<file path="src/rtl/muldiv_pkg.sv">
// muldiv_pkg: shared definitions for the iterative multiply/divide unit.
//
// Contents:
//   OP_MULT / OP_MULTU / OP_DIV / OP_DIVU : op_i encodings
//   state_e                               : FSM states (IDLE, CALC, FIX, DONE)
//   abs_val / neg_val                     : width-parameterised two's complement
//                                           helpers. They work on a MAX_W-bit
//                                           container; the caller zero-extends
//                                           its operand, passes the real width
//                                           and casts the result back down.
package muldiv_pkg;

  localparam logic [1:0] OP_MULT  = 2'b00;
  localparam logic [1:0] OP_MULTU = 2'b01;
  localparam logic [1:0] OP_DIV   = 2'b10;
  localparam logic [1:0] OP_DIVU  = 2'b11;

  typedef enum logic [1:0] {
    IDLE = 2'd0,
    CALC = 2'd1,
    FIX  = 2'd2,
    DONE = 2'd3
  } state_e;

  // Widest value the helpers handle (covers a 2*DATA_WIDTH product).
  localparam int MAX_W = 256;

  // Two's complement negation of the low w bits of v; upper bits are zeroed.
  function automatic logic [MAX_W-1:0] neg_val(input logic [MAX_W-1:0] v, input int w);
    logic [MAX_W-1:0] mask;
    mask = {MAX_W{1'b1}} >> (MAX_W - w);
    return (~v + MAX_W'(1)) & mask;
  endfunction

  // Magnitude of the w-bit signed value held in the low bits of v.
  // The most negative value maps to itself, which reads correctly as unsigned.
  function automatic logic [MAX_W-1:0] abs_val(input logic [MAX_W-1:0] v, input int w);
    logic [MAX_W-1:0] mask;
    mask = {MAX_W{1'b1}} >> (MAX_W - w);
    if (|(v & (MAX_W'(1) << (w - 1)))) begin
      return neg_val(v, w);
    end
    return v & mask;
  endfunction

endpackage

</file>
<file path="src/rtl/muldiv_step.sv">
// muldiv_step: combinational single iteration of the multiply/divide datapath.
//
// Ports:
//   is_div_i  in  1             1 = restoring-divide step, 0 = shift-add step
//   acc_i     in  2*DATA_WIDTH  current accumulator
//   opnd_i    in  DATA_WIDTH    multiplicand (multiply) or divisor (divide)
//   acc_o     out 2*DATA_WIDTH  accumulator after one iteration
//
// Multiply layout: acc = {partial product high half, remaining multiplier bits}.
//   The LSB selects add-or-pass, then the whole thing shifts right by one with
//   the adder carry entering at the top.
// Divide layout:   acc = {partial remainder, remaining dividend bits / quotient}.
//   Shift left one, trial-subtract the divisor from the upper half, and shift
//   in the quotient bit at the bottom.
module muldiv_step
  import muldiv_pkg::*;
#(
  parameter int DATA_WIDTH = 32
) (
  input  logic                    is_div_i,
  input  logic [2*DATA_WIDTH-1:0] acc_i,
  input  logic [DATA_WIDTH-1:0]   opnd_i,
  output logic [2*DATA_WIDTH-1:0] acc_o
);

  logic [DATA_WIDTH:0] mul_sum;
  logic [DATA_WIDTH:0] div_shift;
  logic [DATA_WIDTH:0] div_diff;

  always_comb begin
    mul_sum   = {1'b0, acc_i[2*DATA_WIDTH-1:DATA_WIDTH]} +
                (acc_i[0] ? {1'b0, opnd_i} : {(DATA_WIDTH+1){1'b0}});
    // Partial remainder is always below the divisor, so the shifted value
    // fits in DATA_WIDTH+1 bits and the top bit of the difference is a clean
    // borrow flag.
    div_shift = {acc_i[2*DATA_WIDTH-1:DATA_WIDTH], acc_i[DATA_WIDTH-1]};
    div_diff  = div_shift - {1'b0, opnd_i};

    if (is_div_i) begin
      if (!div_diff[DATA_WIDTH]) begin
        acc_o = {div_diff[DATA_WIDTH-1:0], acc_i[DATA_WIDTH-2:0], 1'b1};
      end else begin
        acc_o = {div_shift[DATA_WIDTH-1:0], acc_i[DATA_WIDTH-2:0], 1'b0};
      end
    end else begin
      acc_o = {mul_sum, acc_i[DATA_WIDTH-1:1]};
    end
  end

endmodule

</file>
<file path="src/rtl/muldiv_unit.sv">
// muldiv_unit: iterative MULT/MULTU/DIV/DIVU unit with HI/LO result registers.
//
// Ports:
//   clk_i    in   1   clock, rising edge
//   rst_i    in   1   asynchronous active-high reset
//   start_i  in   1   launch an operation (only honoured in IDLE)
//   op_i     in   2   00 MULT, 01 MULTU, 10 DIV, 11 DIVU
//   data1_i  in   W   rs: multiplicand / dividend
//   data2_i  in   W   rt: multiplier / divisor
//   flush_i  in   1   abort in-flight operation (CALC/FIX), blocks launch in IDLE
//   hi_we_i  in   1   direct HI write (IDLE only)
//   lo_we_i  in   1   direct LO write (IDLE only)
//   wdata_i  in   W   direct write data
//   busy_o   out  1   high in CALC and FIX
//   done_o   out  1   one-cycle pulse in the cycle HI/LO first show a new result
//   div0_o   out  1   last operation was a divide by zero (cleared on launch)
//   hi_o     out  W   HI register (product high half / remainder)
//   lo_o     out  W   LO register (product low half / quotient)
//
// Timing: start sampled at edge N -> CALC for DATA_WIDTH cycles -> FIX for one
// cycle (sign fix-up and HI/LO write) -> DONE for one cycle. done_o is high in
// cycle N+DATA_WIDTH+2. Signed ops iterate on magnitudes; signs are restored
// in FIX. DATA_WIDTH must be even and at least 4.
module muldiv_unit
  import muldiv_pkg::*;
#(
  parameter  int DATA_WIDTH = 32,
  localparam int CNT_W      = $clog2(DATA_WIDTH) + 1
) (
  input  logic                  clk_i,
  input  logic                  rst_i,
  input  logic                  start_i,
  input  logic [1:0]            op_i,
  input  logic [DATA_WIDTH-1:0] data1_i,
  input  logic [DATA_WIDTH-1:0] data2_i,
  input  logic                  flush_i,
  input  logic                  hi_we_i,
  input  logic                  lo_we_i,
  input  logic [DATA_WIDTH-1:0] wdata_i,
  output logic                  busy_o,
  output logic                  done_o,
  output logic                  div0_o,
  output logic [DATA_WIDTH-1:0] hi_o,
  output logic [DATA_WIDTH-1:0] lo_o
);

  localparam int ACC_W = 2 * DATA_WIDTH;

  state_e                state_q, state_d;
  logic [CNT_W-1:0]      cnt_q, cnt_d;
  logic [ACC_W-1:0]      acc_q, acc_d;
  logic [DATA_WIDTH-1:0] opnd_q, opnd_d;
  logic                  is_div_q, is_div_d;
  logic                  neg_res_q, neg_res_d;   // product / quotient negative
  logic                  neg_rem_q, neg_rem_d;   // remainder negative (dividend sign)
  logic                  div0_q, div0_d;
  logic [DATA_WIDTH-1:0] hi_q, hi_d;
  logic [DATA_WIDTH-1:0] lo_q, lo_d;

  logic                  op_signed;
  logic [DATA_WIDTH-1:0] mag1;
  logic [DATA_WIDTH-1:0] mag2;
  logic [ACC_W-1:0]      prod;
  logic [ACC_W-1:0]      step_acc;

  muldiv_step #(
    .DATA_WIDTH (DATA_WIDTH)
  ) u_step (
    .is_div_i (is_div_q),
    .acc_i    (acc_q),
    .opnd_i   (opnd_q),
    .acc_o    (step_acc)
  );

  always_ff @(posedge clk_i or posedge rst_i) begin
    if (rst_i) begin
      state_q   <= IDLE;
      cnt_q     <= '0;
      acc_q     <= '0;
      opnd_q    <= '0;
      is_div_q  <= 1'b0;
      neg_res_q <= 1'b0;
      neg_rem_q <= 1'b0;
      div0_q    <= 1'b0;
      hi_q      <= '0;
      lo_q      <= '0;
    end else begin
      state_q   <= state_d;
      cnt_q     <= cnt_d;
      acc_q     <= acc_d;
      opnd_q    <= opnd_d;
      is_div_q  <= is_div_d;
      neg_res_q <= neg_res_d;
      neg_rem_q <= neg_rem_d;
      div0_q    <= div0_d;
      hi_q      <= hi_d;
      lo_q      <= lo_d;
    end
  end

  always_comb begin
    state_d   = state_q;
    cnt_d     = cnt_q;
    acc_d     = acc_q;
    opnd_d    = opnd_q;
    is_div_d  = is_div_q;
    neg_res_d = neg_res_q;
    neg_rem_d = neg_rem_q;
    div0_d    = div0_q;
    hi_d      = hi_q;
    lo_d      = lo_q;
    op_signed = 1'b0;
    mag1      = '0;
    mag2      = '0;
    prod      = '0;

    unique case (state_q)
      IDLE: begin
        // Direct writes land first; a same-cycle launch still proceeds and its
        // result overwrites HI/LO later.
        if (hi_we_i) hi_d = wdata_i;
        if (lo_we_i) lo_d = wdata_i;
        if (start_i && !flush_i) begin
          op_signed = (op_i == OP_MULT) || (op_i == OP_DIV);
          mag1      = op_signed ? DATA_WIDTH'(abs_val(MAX_W'(data1_i), DATA_WIDTH)) : data1_i;
          mag2      = op_signed ? DATA_WIDTH'(abs_val(MAX_W'(data2_i), DATA_WIDTH)) : data2_i;
          is_div_d  = (op_i == OP_DIV) || (op_i == OP_DIVU);
          if (is_div_d) begin
            acc_d  = {{DATA_WIDTH{1'b0}}, mag1};
            opnd_d = mag2;
          end else begin
            acc_d  = {{DATA_WIDTH{1'b0}}, mag2};
            opnd_d = mag1;
          end
          neg_res_d = op_signed & (data1_i[DATA_WIDTH-1] ^ data2_i[DATA_WIDTH-1]);
          neg_rem_d = op_signed & data1_i[DATA_WIDTH-1];
          div0_d    = 1'b0;
          cnt_d     = CNT_W'(DATA_WIDTH);
          state_d   = CALC;
        end
      end

      CALC: begin
        if (flush_i) begin
          state_d = IDLE;
        end else begin
          acc_d = step_acc;
          cnt_d = cnt_q - CNT_W'(1);
          if (cnt_q == CNT_W'(1)) state_d = FIX;
        end
      end

      FIX: begin
        if (flush_i) begin
          state_d = IDLE;
        end else begin
          if (is_div_q) begin
            // Divide by zero ran the full iteration count: the quotient came
            // out all ones and the remainder is |dividend|, which the sign
            // fix-up below turns back into the original dividend.
            if (opnd_q == '0) begin
              lo_d   = '1;
              div0_d = 1'b1;
            end else if (neg_res_q) begin
              lo_d = DATA_WIDTH'(neg_val(MAX_W'(acc_q[DATA_WIDTH-1:0]), DATA_WIDTH));
            end else begin
              lo_d = acc_q[DATA_WIDTH-1:0];
            end
            if (neg_rem_q) begin
              hi_d = DATA_WIDTH'(neg_val(MAX_W'(acc_q[ACC_W-1:DATA_WIDTH]), DATA_WIDTH));
            end else begin
              hi_d = acc_q[ACC_W-1:DATA_WIDTH];
            end
          end else begin
            prod = neg_res_q ? ACC_W'(neg_val(MAX_W'(acc_q), ACC_W)) : acc_q;
            hi_d = prod[ACC_W-1:DATA_WIDTH];
            lo_d = prod[DATA_WIDTH-1:0];
          end
          state_d = DONE;
        end
      end

      DONE: begin
        state_d = IDLE;
      end

      default: begin
        state_d = IDLE;
      end
    endcase
  end

  assign busy_o = (state_q == CALC) || (state_q == FIX);
  assign done_o = (state_q == DONE);
  assign div0_o = div0_q;
  assign hi_o   = hi_q;
  assign lo_o   = lo_q;

endmodule

</file>
<file path="config.mk">
export PLATFORM = sky130hd
export DESIGN_NAME = muldiv_unit
export DESIGN_NICKNAME = d
export VERILOG_FILES = /design/src/rtl/muldiv_pkg.sv /design/src/rtl/muldiv_step.sv /design/src/rtl/muldiv_unit.sv
export SDC_FILE = /design/constraint.sdc
export NUM_CORES = 1
export LEC_CHECK = 0
export CAP_MARGIN = 20
export CORE_MARGIN = 2
export CORE_UTILIZATION = 55
export DETAILED_ROUTE_END_ITERATION = 8
export MAX_ROUTING_LAYER = met4
export PLACE_DENSITY_LB_ADDON = 0.15
export SYNTH_ARGS = -nofsm -noshare
export SYNTH_HDL_FRONTEND = slang
export SYNTH_SLANG_ARGS = --single-unit
</file>
<file path="constraint.sdc">
create_clock -name clk_i -period 11.9 [get_ports clk_i]
set_clock_uncertainty 0.1 [all_clocks]
set_input_delay 2.38 -clock clk_i [delete_from_list [all_inputs] [get_ports clk_i]]
set_output_delay 2.38 -clock clk_i [all_outputs]
set_load 0.005 [all_outputs]
</file>
# Word-level counts from Yosys, hierarchy flattened
# Index checks and enable logic that the tools add are counted.
dict set report totals {
  ff_bits 172
  out_inout_bits 67
  wordCells 101
}
dict set report op_classes {
  add_sub_neg 8
  n_eq_ne 14
  n_mux 45
  n_bitwise 8
  reduce_logical 16
}
# op n
set op_table {}
lappend op_table {{32-bit two-way mux} 18}
lappend op_table {{64-bit two-way mux} 5}
lappend op_table {{32-bit by 1-bit adder with 32-bit output, second input constant} 4}
lappend op_table {{32-bit inverter} 4}
lappend op_table {{32-bit one-hot mux with 2 select lines} 2}
lappend op_table {{64-bit one-hot mux with 2 select lines} 1}
lappend op_table {{64-bit by 1-bit adder with 64-bit output, second input constant} 1}
lappend op_table {{64-bit inverter} 1}
lappend op_table {{32-bit by 33-bit adder with 33-bit output} 1}
lappend op_table {{33-bit by 32-bit subtractor with 33-bit output} 1}
lappend op_table {{32-bit zero test} 1}
lappend op_table {{2-bit inequality test, second input constant} 7}
lappend op_table {{6-bit two-way mux} 2}
lappend op_table {{6-bit one-hot mux with 2 select lines} 1}
lappend op_table {{1-bit two-way mux} 10}
lappend op_table {{3-bit AND reduction} 3}
lappend op_table {{2-bit equality test, second input constant} 4}
lappend op_table {{2-bit two-way mux} 4}
lappend op_table {{2-bit one-hot mux with 4 select lines} 1}
lappend op_table {{6-bit by 1-bit equality test with 1-bit output, second input constant} 1}
lappend op_table {{6-bit by 1-bit subtractor with 6-bit output, second input constant} 1}
lappend op_table {{5-bit AND reduction} 1}
lappend op_table {{2-bit zero test} 2}
lappend op_table {{2-bit AND reduction} 2}
lappend op_table {{9 further kinds} 13}

# Longest topological paths before layout
dict set report logic_depth {
  depth_word 9
  depth_mapped 14
  ltp_nobuf 13
}

# Modules after synthesis
# Synthesis repeated with hierarchy kept, for this count alone.
dict set report hier_totals {
  hier_cells 1963
  area_unflattened_um2 15846.4
}
# module instances cells_per_inst area_per_inst_um2
set modules_own_cells {}
lappend modules_own_cells {muldiv_unit 1 1275 11025.6}
lappend modules_own_cells {muldiv_step 1 688 4820.9}

# Worst setup path before layout
# OpenSTA, ideal clock, no wires.
dict set report synth_timing {
  path_kind {in2reg}
  start {input port data1_i[4]}
  end {register acc_q[29]}
  arrival_time_ps 4511
  path_slack_ps 7163
  stages 9
  path_buffers 0
  path_cell_list {nor4_1 nand4_1 nor4_2 and2_1 nand2_1 o41ai_1 xor2_1 nand2_1 a221o_1}
}
dict set report synth_between {
  elab_chain_cells 8
}
# item line_no
set synth_lines {}
lappend synth_lines {{from (decl)} muldiv_unit.sv:34} ;# input logic [DATA_WIDTH-1:0] data1_i,
lappend synth_lines {{32-bit inverter} muldiv_pkg.sv:32} ;# return (~v + MAX_W'(1)) & mask;
lappend synth_lines {{32-bit by 1-bit adder with 32-bit output} muldiv_pkg.sv:32}
lappend synth_lines {{32-bit two-way mux} muldiv_pkg.sv:40} ;# if (|(v & (MAX_W'(1) << (w - 1)))) begin
lappend synth_lines {{32-bit two-way mux} muldiv_pkg.sv:43} ;# return v & mask;
lappend synth_lines {{32-bit two-way mux} muldiv_unit.sv:125} ;# mag1 = op_signed ? DATA_WIDTH'(abs_val(MAX_W'(data1_i), DATA_WIDTH)) : data1_i;
lappend synth_lines {{32-bit two-way mux} muldiv_unit.sv:128} ;# if (is_div_d) begin
lappend synth_lines {{64-bit two-way mux} muldiv_unit.sv:123} ;# if (start_i && !flush_i) begin
lappend synth_lines {{64-bit one-hot mux with 2 select lines} muldiv_unit.sv:117} ;# unique case (state_q)
lappend synth_lines {{to (signal assigned)} muldiv_unit.sv:79} ;# acc_q <= '0;
lappend synth_lines {{to (signal assigned)} muldiv_unit.sv:90} ;# acc_q <= acc_d;
lappend synth_lines {{to (decl)} muldiv_unit.sv:51} ;# logic [ACC_W-1:0] acc_q, acc_d;
# No other way between the ends. The select of a mux whose other input is x is not followed.
# A chain may end at the register's enable or synchronous reset.

# Worst setup path in the final report
dict set report layout_timing {
  start {input port data1_i[2]}
  end {register acc_q[29]}
}
# The elaborated chain is that of the path after synthesis.

==> impl_metrics.yaml <==
power:
  switching_share_pct: 50.57
  sequentialPowerShare_pct: 24.7
  switching_power_mw: 2.471
  irDropWorstVdd_v: 0.0001349
  pwr-share-comb_pct: 63.4
  power.internal_mw: 2.415
  p_per_area_nw_per_um2: 276.9
  p_leak_nw: 7.510
  clock_power_share_pct: 11.8
placed_design:
  routabilityCongestion: 0.9815
  port_buffers: 170
  dp_hpwl_um: 39960
  pre_cts_ws_ps: 6198
  place_area_um2: 17020
  numPlacedInstances: 2353
detailed_routing:
  drtPass1Iterations: 5
  wl_per_cell_um: 21.74
  via_per_inst: 6.456
  via_count: 15403
  remaining_drc_errors: 0
  drt_iter0_markers: 1801
  ant_nets: 0
  wl_um: 51870
floorplanning:
  ios: 171
  die_h_um: 170.0
  die_w_um: 170.0
  num_rows: 60
  die_area_um2: 28910
  core_um2: 27030
  initial_core_util_pct: 56.11
global_route:
  grt_pass1_wl_um: 80320
  grt_overflow_total: 0
  grtUsageTotal_pct: 36.94
  grt_antenna_before_repair: 0
  grt_pass1_vias: 13965
  grt_max_degree: 104
clocking:
  cts_tree: "yes"
  cts_root_buffer: "clkbuf_16"
  clock-sinks: 172
  cts_made_buffers: 17
  htreeDepth: 4
  cts.path.max_buffers: 2
  post_cts_resized: 0
  clock_latency_ps: 450
  cts_setup_buffers: 0
  clk_pin_slew_worst_paths_ps: 80
  ctsHoldBuffers: 0
timing:
  finalSetupViolations: 0
  worstMarginPinSlew_ps: 1081
  rsz0062_at_grt: "no"
  holdWs_ps: 377.6
  setup_slack_ps: 6599
  hold_viol: 0
  slew_viol_final: 0
  clock.fmax_mhz: 188.7
  tns_ps: 0
  relSlewSlack_pct: 27.91
  fin_crit_sh_pct: 44.54
  min_period_ps: 5301
finish:
  final_nets: 2212
  drive_gt1_share_pct: 5.672
  seq_area_um2: 4305
  final_cell_area_um2: 17650
  final_cells: 2386
  antenna_cells: 0
  multi_input_area_um2: 10200
  area_growth_syn_to_layout_pct: 16.38
  nFillCells: 2370
status:
  status: "complete, no violations"
critical_path:
  endpoint_kind: "flip-flop"
  crit_type: "in -> reg"
  startpoint_type: "input port"
  required_ps: 12140
  crit_fanout: 6
  cp.arrival_ps: 5540
min_path:
  hold_class: "reg -> reg"
logic_synthesis:
  ys_top_cells_by_count: "nand2_1, o21ai_0, a21oi_1"
  yosys-top-cells-area: "dfrtp_1, o21ai_0, ha_1, a21oi_1, xnor2_1"
  yosysUniqueCellTypes: 71
  ys_seq_elements: 172
  mappedNetlistArea_um2: 15160
  syn-num-nets: 2120
  synth_most_common_cell: "nand2_1"
  synth_top_area_share_pct: 28.39
  synth_top_area_cell: "dfrtp_1"
  yosysWarningCount: 0
  ys_seq_area_share_pct: 28.39
  netlist_instances: 1940
  ys_dominant_reg_cell: "dfrtp_1"
  async_flop_share_pct: 100.0
  synth_edf_count: 0
  syn_avg_cell_area_um2: 7.816
run:
  maxCapViolCount: 0
cells by family after synthesis:
logic type / Yosys count / share of synthesized area [%]
and+or+nand+nor: 610 / 18.86
adders and majority gates: 76 / 6.370
AOI/OAI and AO/OA: 632 / 25.41
muxes: 88 / 6.057
buffers and inverters: 185 / 4.687
DFF: 172 / 28.39
xor gates and xnor gates: 177 / 10.22
cell usage in the layout, fill, tap and decap left out, types with 8 or more instances in the layout:
cell type,n
or4_1,10
a22oi_1,18
o31ai_1,27
or3_1,11
o22ai_1,29
o211ai_1,17
ha_1,72
nor3_1,37
nand2b_1,18
nor2_1,174
clkdlybuf4s50_1,169
xor2_1,75
o41ai_1,9
nand3_1,43
nor4_1,26
o21ai_0,197
inv_1,68
a31oi_1,17
a31o_2,8
a211oi_1,32
nor2b_1,13
dfrtp_1,171
a21oi_1,182
clkbuf_16,17
mux2_2,30
nand4_1,19
mux2i_1,58
and2_1,14
buf_4,18
xnor2_1,102
a21o_1,30
nand2_1,201
and3_1,12
layer usage:
metal | track usage (%) | vias up | share of wire (%)
met4 | 13.19 | 0 | 3.8
met5 | - | - | 0
met2 | 53.57 | 823 | 42
met1 | 51.81 | 7288 | 44
met3 | 6.512 | 90 | 9.7
li1 | - | 7202 | -
layout make-up:
cell class	count	area share, %
inverters	69	1.496
clock buffers	17	2.411
flip-flops and latches	172	24.40
clock inverters	15	0.9643
multi-input cells	1583	57.78
repair buffers	189	10.54
well taps	341	2.418
per-stage QoR:
| stage | utilization [%] | power [mW] |
|---|---|---|
| floorplan | - | 3.202 |
| global placement | 62.99 | 4.165 |
| detailed placement | 62.99 | 4.220 |
| CTS | 65.19 | 4.799 |
| global route | 65.30 | 5.223 |
| finish | 65.30 | 4.887 |
power by group through the flow:
stage / sequential [mW] / combinational [mW] / clock [mW]
6_report: 1.21 / 3.10 / 0.577
5_1_grt: 1.24 / 3.38 / 0.602
4_1_cts: 1.19 / 3.03 / 0.577
3_5_place_dp: 1.20 / 3.02 / 0
3_3_place_gp: 1.19 / 2.98 / 0
2_1_floorplan: 1.06 / 2.14 / 0
path summary, 6_finish.rpt:
kind                             from        end  slack (ps)  depth (start not counted)
max                        data1_i[2]  acc_q[29]        6600                         10
min                          hi_o[31]   hi_o[31]         380                          1
max reg2reg                 acc_q[31]  acc_q[37]        7610                         13
min reg2reg                  hi_o[31]   hi_o[31]         380                          1
max in group asynchronous       rst_i    lo_o[2]        7950                          4
min in group asynchronous       rst_i   lo_o[24]        2330                          2
registers in the layout (all words and copies together), names as in the netlist:
| name | flops |
|---|---|
| acc_q | 64 |
| hi_o | 32 |
| lo_o | 32 |
| opnd_q | 32 |
| cnt_q | 6 |
| state_q | 2 |
| div0_o | 1 |
| is_div_q | 1 |
| neg_rem_q | 1 |
| neg_res_q | 1 |
critical path, stage by stage:
cell and delay [ps]:
clkdlybuf4s50_1 500, nor4_1 460, nand4_1 330, nor4_2 610, and2_1 230, nand2_1 90, o41ai_1 320, xor2_1 220
nand2_1 70, a221o_1 320
No activity file was read; power rests on OpenSTA's default activity.
==> RTL edit 1 (config.mk and constraints unchanged) <==
The 4 states of `state_e` get a one-hot encoding in 4 bits.
--- a/src/rtl/muldiv_pkg.sv
+++ b/src/rtl/muldiv_pkg.sv
@@ -17,7 +17,7 @@
 
-  typedef enum logic [1:0] {
-    IDLE = 2'd0,
-    CALC = 2'd1,
-    FIX  = 2'd2,
-    DONE = 2'd3
+  typedef enum logic [3:0] {
+    IDLE = 4'b0001,
+    CALC = 4'b0010,
+    FIX  = 4'b0100,
+    DONE = 4'b1000
   } state_e;
Formal check against the unedited RTL: no difference found for any inputs over 4 cycles, from zero or initial values and one cycle with rst_i high; so few cycles prove little.
==> RTL edit 1 against the unedited design <==
Highest routed layer unchanged. Critical path type is now reg2out. Largest cell class unchanged. Utilization grew 0.23 points. Via count hardly changed. Sequential share of layout area grew 0.41 points. Area after synthesis down 1.3%. Worst setup slack improved by 0.28 ns. Sequential cell count grew 2. Wire length increased by 3.7%. Design area is 0.49% lower.
Power is not compared: it rests on default switching activity, and its combinational part moved more than twofold at a synthesized area within 25%.
==> RTL edit 1: results <==
{
  "run_status": "complete, no violations",
  "drt_first_pass_iters": 6,
  "vias": 15414,
  "min-delay-start": "hi_o[19]",
  "routed_wire_length_per_instance_um": 22.8,
  "post-dp-hpwl_mm": 40.0,
  "path_max_fanout": 19,
  "initialDrtViolationCount": 1779,
  "globalRouteMet2Util": 0.589,
  "placement.cell_area_um2": 16800,
  "synthesis.nets": 2079,
  "area_of_combinational_cells_with_multiple_inputs_um2": 9970,
  "area.share.sequential": 0.248,
  "synth_sequential_area_ratio": 0.291,
  "filler_cell_count": 2307,
  "non_clock_buffer_count": 191,
  "comb_multi_in": 1554,
  "met1_usage": 0.516,
  "n_sequential_cell": 174,
  "grt_max_degree": 109,
  "clk_transition_reported_paths_ns": 0.08,
  "routedLengthMet1_mm": 22.7,
  "timing.critical_path.to": "busy_o",
  "synthTopCellsByCount": "sky130_fd_sc_hd__nand2_1 (254), sky130_fd_sc_hd__o21ai_0 (183), sky130_fd_sc_hd__dfrtp_1 (173)",
  "largest_register_ff_count": 64,
  "instance_count_along_the_most_critical_hold_path": 2,
  "routed-wl-met3_mm": 4.74,
  "worstRegToRegCells": 12,
  "grt_pass1_vias": 14191,
  "grt.total_usage": 0.385,
  "critical-path-slowest-cell": "sky130_fd_sc_hd__or4b_1",
  "tightest_slew_ns": 1.08,
  "post_synth_main_area_contributors": "sky130_fd_sc_hd__dfrtp_1 (29%), sky130_fd_sc_hd__xnor2_1 (7.1%), sky130_fd_sc_hd__nand2_1 (6.4%)",
  "yosys.cell_types.count": 89,
  "drive_gt1_frac": 0.0521,
  "layout.clock.cell_area_share": 0.0368,
  "critical_path.startpoint": "state_q[3]",
  "root_buffer": "sky130_fd_sc_hd__clkbuf_16",
  "num-nets-final": 2179,
  "routabilityCongestion": 0.989,
  "rr_endpoint": "acc_q[55]",
  "regToRegSetupSlack_ns": 7.33,
  "layout.buffer.nonclock.area_share": 0.109,
  "arrival_ns": 2.55
}
## RTL edit 1: cell count changes after synthesis, sizes merged, moves of 9 or more
cell    unedited run  this run
nand2            201       255
a21oi            183       148
nor2             177       142
o221ai             4        33
mux2              30         2
xor2              75        49
xnor2            102       122
a211oi            32        13
o21ai            203       213
a31oi             17        26
## RTL edit 1: metrics by stage
step	power, mW	hold slack [ns]	setup slack [ns]	util	instances
CTS	2.85	0.387	6.90	0.652	2354
floorplan	1.77	0.363	4.70	-	1903
global placement	2.20	0.361	6.48	0.628	2322
finish	2.89	0.383	6.87	0.655	2357
global route	3.04	0.394	6.75	0.655	2357
detailed placement	2.23	0.369	6.48	0.628	2322
## RTL edit 1: logic make-up after synthesis
group | Yosys count | synth area share
and+or+nand+nor | 630 | 0.204
AOI/OAI and AO/OA | 625 | 0.261
buffers and inverters | 175 | 0.0451
xor gates and xnor gates | 171 | 0.100
muxes | 56 | 0.0376
DFF | 174 | 0.291
adders and majority gates | 72 | 0.0612
==> RTL edit 2 (same settings) <==
Without the edit above. Take the reset off `hi_q` and load it in a clocked block of its own.
--- a/src/rtl/muldiv_unit.sv
+++ b/src/rtl/muldiv_unit.sv
@@ -84,3 +84,2 @@
       div0_q    <= 1'b0;
-      hi_q      <= '0;
       lo_q      <= '0;
@@ -95,5 +94,8 @@
       div0_q    <= div0_d;
-      hi_q      <= hi_d;
       lo_q      <= lo_d;
     end
+  end
+
+  always_ff @(posedge clk_i) begin
+    hi_q <= hi_d;
   end
Function: not settled (the Yosys comparison gave no result); the edit may change what the design does.
==> RTL edit 2 against the unedited design <==
Wire length is 1.6% lower. Total power is 2.1% higher. Design area is 0.85% lower. Sequential share of layout area is 1.1 points higher. Count of clock-buffer cells in the layout is 1 higher. Non-clock buffer count is 2 lower. Area after synthesis is 0.52% lower. Die area is 0.50% lower. Worst setup slack worse by 0.018 ns. Sequential cell count stayed put. First-iteration DRC count is 5.1% higher. Largest cell class unchanged. Highest routed layer unchanged.
==> RTL edit 2: results <==
{
  "run_status": "complete, no violations",
  "synthArstFlopShare": 0.814,
  "worst_skew_pair.late_latency_ns": 0.46,
  "cts_setup_buffers": 0,
  "routabilityCongestion": 0.988,
  "power.share.switching": 0.500,
  "drt_first_pass_iters": 6,
  "synth_sequential_area_ratio": 0.296,
  "placement.cell_area_um2": 16900,
  "path_max_fanout": 5,
  "holdBufCountCts": 0,
  "arrival_ns": 5.55,
  "ir_drop_mv": 0.148,
  "post_synth_main_area_contributors": "sky130_fd_sc_hd__dfrtp_1 (23%), sky130_fd_sc_hd__a21oi_1 (7.4%), sky130_fd_sc_hd__edfxtp_1 (6.4%)",
  "grt_max_degree": 111,
  "reg2reg_from": "acc_q[0]",
  "cts_max_level": 4,
  "antenna_violations_before_repair": 0,
  "synth-edff-count": 32,
  "ys_warns": 0,
  "initialDrtViolationCount": 1892,
  "root_buffer": "sky130_fd_sc_hd__clkbuf_16",
  "ctsLongestPathBuffers": 2,
  "post_cts_resize_count": 0,
  "tightest_slew_ns": 1.11,
  "num-nets-final": 2214,
  "min-delay-start": "lo_o[30]",
  "cts_buffers": 17,
  "grt.total_usage": 0.366,
  "antenna_diode_count": 0,
  "layoutNonFillerInstCount": 2388,
  "drive_gt1_frac": 0.0537,
  "post_place_worst_slack_ns": 6.18,
  "synth_ff_type": "sky130_fd_sc_hd__dfrtp_1",
  "synthesis.nets": 2127,
  "synth.avg_cell_area_um2": 7.75,
  "clk_transition_reported_paths_ns": 0.07,
  "yosys.cell_types.count": 73,
  "numPortBuffers": 170,
  "synthTopCellsByCount": "sky130_fd_sc_hd__nor2_1 (233), sky130_fd_sc_hd__a21oi_1 (223), sky130_fd_sc_hd__nand2_1 (189)",
  "power_leakage_nw": 7.08,
  "vias": 15265,
  "post-dp-hpwl_mm": 38.6,
  "max_flop_register": "acc_q",
  "critical_path.startpoint": "data2_i[4]",
  "hp-class": "reg2reg",
  "largest_register_ff_count": 64,
  "grt_pass1_vias": 14122,
  "wire_length_of_the_first_global_routing_pass_mm": 79.1,
  "routed_wire_length_per_instance_um": 21.4
}
RTL edit 2: changes by cell type after synthesis, sizes merged, moves of 7 or more:
cell	before	now
dfrtp	172	140
o21ai	203	173
edfxtp	0	32
xor2	75	67
nand3	44	31
a21oi	183	224
a22oi	18	11
nand2	201	189
nor2	177	233
mux2i	58	24
RTL edit 2: worst max-delay path, stage by stage:
cell and delay [ns]:
sky130_fd_sc_hd__clkdlybuf4s50_1 0.47, sky130_fd_sc_hd__nor4_1 0.67, sky130_fd_sc_hd__nand4b_1 0.39, sky130_fd_sc_hd__nor2_1 0.27, sky130_fd_sc_hd__and2_1 0.20, sky130_fd_sc_hd__nand2_1 0.09, sky130_fd_sc_hd__o41ai_1 0.32, sky130_fd_sc_hd__xnor2_1 0.17
sky130_fd_sc_hd__nand2_1 0.10, sky130_fd_sc_hd__o21ai_0 0.16, sky130_fd_sc_hd__a221o_1 0.32
RTL edit 2: worst paths after layout:
kind	endpoint	slack (ns)	depth (start not counted)
setup / recovery	acc_q[29]	6.58	11
hold / removal	lo_o[30]	0.38	2
setup reg to reg	acc_q[57]	7.08	13
hold reg to reg	lo_o[30]	0.38	2
max in group asynchronous	acc_q[55]	8.02	3
min in group asynchronous	lo_o[6]	2.29	2
RTL edit 2: cell families after synthesis:
logic type | share of synthesized area
AOI/OAI and AO/OA | 0.257
xor gates and xnor gates | 0.0998
muxes | 0.0428
DFF | 0.296
and+or+nand+nor | 0.191
buffers and inverters | 0.0486
adders and majority gates | 0.0640
RTL edit 2: stage by stage:
step                 util  total power, mW  hold slack (ns)
finish              0.649             4.99            0.380
floorplan               -             3.38            0.350
global route        0.649             5.36            0.410
CTS                 0.649             4.91            0.388
detailed placement  0.627             4.32            0.368
global placement    0.627             4.26            0.363
RTL edit 2: power groups by stage:
stage | Combinational, mW | Sequential [mW] | Clock (mW)
after floorplan | 2.31 | 1.07 | 0
after global placement | 3.01 | 1.24 | 0
after detailed placement | 3.07 | 1.25 | 0
after CTS | 3.09 | 1.24 | 0.582
after global routing | 3.46 | 1.28 | 0.607
final | 3.15 | 1.26 | 0.585
RTL edit 2: routing by layer:
layer / up-vias / global-route usage / share of wire
met5: - / - / 0
met4: 0 / 0.153 / 0.042
met3: 121 / 0.0492 / 0.084
met2: 761 / 0.543 / 0.43
met1: 7196 / 0.503 / 0.44
li1: 7187 / - / -
RTL edit 2: layout make-up:
class                           count  area (µm²)
Tap cell                          341         427
Clock inverter                     14         165
Multi-Input combinational cell   1585        9910
Timing Repair Buffer              187        1820
Inverter                           71         272
Fill cell                        2375        9450
Sequential cell                   172        4470
Clock buffer                       18         429
